--- config.mk ---
export PLATFORM = sky130hd
export DESIGN_NAME = aes_key_expand_ctrl
export DESIGN_NICKNAME = d
export VERILOG_FILES = /design/src/rtl/aes_pkg.sv /design/src/rtl/aes_rcon.sv /design/src/rtl/aes_key_expand_ctrl.sv
export SDC_FILE = /design/constraint.sdc
export NUM_CORES = 1
export LEC_CHECK = 0
export CAP_MARGIN = 30
export CORE_ASPECT_RATIO = 1.25
export CORE_MARGIN = 3
export CORE_UTILIZATION = 50
export CTS_CLUSTER_DIAMETER = 150
export DETAILED_ROUTE_END_ITERATION = 16
export DONT_BUFFER_PORTS = 1
export GPL_ROUTABILITY_DRIVEN = 0
export PLACE_DENSITY = 0.72
export SKIP_LAST_GASP = 1
export SYNTH_ARGS = -nofsm -noshare
export SYNTH_HDL_FRONTEND = slang
export SYNTH_SLANG_ARGS = --single-unit
export TNS_END_PERCENT = 50
--- constraint.sdc ---
create_clock -name clk -period 1.6 [get_ports clk]
set_input_delay 0 -clock clk [delete_from_list [all_inputs] [get_ports clk]]
set_output_delay 0 -clock clk [all_outputs]
set_load 0.05 [all_outputs]
--- src/rtl/aes_pkg.sv ---
// Shared AES definitions: controller state, round count, word type and word/byte helpers.
package aes_pkg;

  localparam int unsigned AES_NR = 10;

  typedef logic [31:0] aes_word_t;

  typedef enum logic {
    StIdle   = 1'b0,
    StExpand = 1'b1
  } aes_state_e;

  function automatic aes_word_t rot_word(input aes_word_t w);
    return {w[23:0], w[31:24]};
  endfunction

  // Multiply by x in GF(2^8) modulo the AES polynomial.
  function automatic logic [7:0] xtime(input logic [7:0] b);
    return {b[6:0], 1'b0} ^ (b[7] ? 8'h1b : 8'h00);
  endfunction

endpackage

--- src/rtl/aes_rcon.sv ---
// Round-constant generator: restarts at 01 on start_flag, otherwise doubles in GF(2^8) each cycle.
module aes_rcon
  import aes_pkg::*;
(
  input  logic      clk,
  input  logic      start_flag,
  output aes_word_t out
);

  logic [7:0] rc_q, rc_d;

  always_comb begin
    rc_d = start_flag ? 8'h01 : xtime(rc_q);
  end

  // No reset: the value is only consumed after a start has loaded it.
  always_ff @(posedge clk) begin
    rc_q <= rc_d;
  end

  assign out = {rc_q, 24'h000000};

endmodule

--- src/rtl/aes_key_expand_ctrl.sv ---
// AES-128 key expansion controller: streams round keys 0..10, one per cycle, using an external S-box.
module aes_key_expand_ctrl
  import aes_pkg::*;
(
  input  logic         clk,
  input  logic         rst_n,
  input  logic         start,
  input  logic [127:0] key_in,
  output logic         busy,
  output logic         rk_valid,
  output logic [3:0]   rk_round,
  output logic [127:0] rk_out,
  output logic         done,
  output aes_word_t    sb_in,
  input  aes_word_t    sb_out
);

  aes_state_e   state_q, state_d;
  logic [127:0] key_q, key_d;
  logic [127:0] rk_out_q, rk_out_d;
  logic [3:0]   rk_round_q, rk_round_d;
  logic [3:0]   cnt_q, cnt_d;
  logic         rk_valid_q, rk_valid_d;
  logic         done_q, done_d;

  logic         start_flag;
  aes_word_t    rcon;
  aes_word_t    temp, w0_n, w1_n, w2_n, w3_n;

  assign start_flag = (state_q == StIdle) && start;

  aes_rcon u_aes_rcon (
    .clk        (clk),
    .start_flag (start_flag),
    .out        (rcon)
  );

  assign sb_in = rot_word(key_q[31:0]);

  always_comb begin
    temp = sb_out ^ rcon;
    w0_n = key_q[127:96] ^ temp;
    w1_n = key_q[95:64]  ^ w0_n;
    w2_n = key_q[63:32]  ^ w1_n;
    w3_n = key_q[31:0]   ^ w2_n;
  end

  always_comb begin
    state_d    = state_q;
    key_d      = key_q;
    rk_out_d   = rk_out_q;
    rk_round_d = rk_round_q;
    cnt_d      = cnt_q;
    rk_valid_d = 1'b0;
    done_d     = 1'b0;
    unique case (state_q)
      StIdle: begin
        if (start) begin
          state_d    = StExpand;
          key_d      = key_in;
          rk_out_d   = key_in;
          rk_round_d = 4'd0;
          rk_valid_d = 1'b1;
          cnt_d      = 4'd1;
        end
      end
      StExpand: begin
        key_d      = {w0_n, w1_n, w2_n, w3_n};
        rk_out_d   = {w0_n, w1_n, w2_n, w3_n};
        rk_round_d = cnt_q;
        rk_valid_d = 1'b1;
        if (cnt_q == 4'(AES_NR)) begin
          state_d = StIdle;
          done_d  = 1'b1;
        end else begin
          cnt_d = cnt_q + 4'd1;
        end
      end
    endcase
  end

  always_ff @(posedge clk or negedge rst_n) begin
    if (!rst_n) begin
      state_q    <= StIdle;
      key_q      <= '0;
      rk_out_q   <= '0;
      rk_round_q <= '0;
      cnt_q      <= '0;
      rk_valid_q <= 1'b0;
      done_q     <= 1'b0;
    end else begin
      state_q    <= state_d;
      key_q      <= key_d;
      rk_out_q   <= rk_out_d;
      rk_round_q <= rk_round_d;
      cnt_q      <= cnt_d;
      rk_valid_q <= rk_valid_d;
      done_q     <= done_d;
    end
  end

  assign busy     = (state_q == StExpand);
  assign rk_valid = rk_valid_q;
  assign rk_round = rk_round_q;
  assign rk_out   = rk_out_q;
  assign done     = done_q;

endmodule
==> flow_summary.ini <==
[routing]
viasPerCell = 5.62
via_count = 7457
drtIter0Drc = 440
ant_nets = 0
drt_wl_total_um = 26900
wl_per_cell_um = 20.3
first_pass_iters = 5
drcViolationCount = 0

[synthesis]
syn-mean-instance-area_um2 = 10.9
yosysWarnings = 0
synth.cells.most_frequent = dfrtp_1, a21oi_1, nor2b_1
synth_nets = 980
syn_inst = 815
yosysSeqAreaShare_pct = 41.1
syn_area_um2 = 8840
synth_edf_count = 0
synth_largest_area_cell = dfrtp_1
yosysMostFrequentCell = dfrtp_1
synth_top_cell_area_share_pct = 39.3
ys_ff_latch = 147
synth_cell_type_count = 28
synthFlopType = dfrtp_1
synthTopCellsByArea = dfrtp_1, xnor3_1, a211oi_1, nor2b_1, a21oi_1
synthArstFlopShare_pct = 94.6

[timing]
rsz0062_at_grt = yes
hold_ws_ps = -733
setup_violations = 1
layout_setup_ws_ps = -32.0
drv_slew = 0
tns_ps = -32.0
max_freq_ghz = 0.613
hold_viol = 241
min_period_ps = 1630
worst_pin_slew_ps = 526
fin_worst_skew_ps = 10.5
relSlewSlack_pct = 64.8
period_share_pct = 102

[floorplanning]
coreArea_um2 = 17100
die_area_um2 = 19300
io-pin-count = 330
rows = 53
fp.dieH_um = 155
die_w_um = 125
initial_core_util_pct = 51.7

[finish]
regArea_um2 = 3640
finalCoreUtilization_pct = 72.6
final_cell_area_um2 = 12400
area_growth_pct = 40.5
fillers = 1028
multi_input_area_um2 = 4730
drive_above_1_share_pct = 19.0
nets = 1258

[worst_setup_path]
crit_type = reg2reg
start_kind = register
path_max_fanout = 2
end_kind = register
slowest_delay_ps = 610
critPathArrivalTime_ps = 1910
crit_slowest_cell = dlygate4sd3_1
critPathRequiredTime_ps = 1880
crit_chain = buf_6, mux2i_2, dlygate4sd3_1, o21ai_0

[global_routing]
grt_pass1_wl_um = 42500
grt_pass1_vias = 8003
grt_use_total_pct = 27.5
grt_max_degree = 228
antenna_found_initial = 1
overflow = 0

[clock_tree]
cts_tree = done
path_clk_slew_ps = 70
cts_buffers = 17
cts.sinks = 147
hold_buffers = 184
root_buffer = clkbuf_16
clockBufferDepth = 2
htree_levels = 4
clock_latency_ps = 420

[placement]
post_dp_cell_area_um2 = 9950
port_buffers = 0
hpwl_um = 16300

[status]
violations = hold timing, setup timing
status = complete, but fails checks

[min_path]
hold_class = in2async

[run]
drv_cap = 0
layer usage:
layer  routed length, µm  GRT usage [%]  vias to the layer above
li1                    -              -                     3367
met1                9590           30.2                     3631
met2               14500           49.7                      371
met3                1690           6.84                       88
met4                1130           13.3                        0
met5                   0              0                        -
path summary, 6_finish.rpt:
path / startpoint / to / slack [ps] / cells after the start
hold / removal: rst_n / rk_out[8] / -730 / 0
setup / recovery: rk_out[117] / rk_out[117] / -30 / 4
min in group clk: start / busy / -200 / 2
hold reg to reg: u_aes_rcon.rc_q[4] / u_aes_rcon.rc_q[5] / 470 / 1
max in group asynchronous: rst_n / rk_out[17] / 2080 / 0
setup reg to reg: rk_out[117] / rk_out[117] / -30 / 4
stage by stage:
step	setup slack, ps	instances
floorplan	13.5	815
global placement	168	1111
detailed placement	117	1111
CTS	35.1	1327
global route	-55.1	1328
finish	-32.0	1328
state kept, by name (all words and copies together) (netlist names):
signal,flops
cnt_q,4
rk_valid,1
busy,1
rk_round,4
done,1
u_aes_rcon.rc_q,8
rk_out,128
cell families after synthesis:
logic type / count (synthesis) / synth area share (%)
muxes: 33 / 3.75
DFF: 147 / 41.1
and+or+nand+nor: 146 / 9.22
xor gates and xnor gates: 164 / 24.0
AOI/OAI and AO/OA: 233 / 16.0
buffers and inverters: 90 / 5.55
adders and majority gates: 2 / 0.283
layout make-up:
cell class / instances / share of cell area (%)
Antenna cell: 2 / 0.0403
Clock buffer: 22 / 3.73
Clock inverter: 10 / 1.19
Inverter: 3 / 0.0906
Multi-Input combinational cell: 578 / 38.1
Sequential cell: 147 / 29.3
Tap cell: 220 / 2.21
Timing Repair Buffer: 346 / 25.4
cell usage in the layout (no fill, tap or decap), types with 3 or more instances in the layout:
cell           netlist  layout
bufinv_16            0       3
o21ai_0             29      28
clkinvlp_4           0       3
mux2i_1             32      28
a21oi_1            105     105
xnor3_1             40      40
nor2b_1            101     101
xor3_2               8       8
mux2i_2              0       4
clkbuf_16            0      17
nand2_1             27      27
nor2_1              13      12
buf_12               0       7
xnor2_1             59      59
clkbuf_1            34       3
a211oi_1            96      96
dlygate4sd3_1        0     182
a22o_1               3       3
buf_4               35     154
dfrtp_1            139     138
dfxtp_1              8       8
buf_6                0       3
xor2_1              56      56
worst max-delay path: cells and delay by family, from the launching register on:
kind	cells	cell delay [ps]
AO/OA/AOI/OAI	1	100
buffers and inverters	2	790
flip-flops	1	430
multiplexers	1	180
repair_timing:
item                                    CTS  global route
endpoints found under the setup margin    0            13
buffers inserted                          0             1
hold endpoints to repair                275           245
resized for setup                         0             9
Power is not shown: default switching activity piles up to over one toggle a cycle in this logic, so the estimate is an artifact.
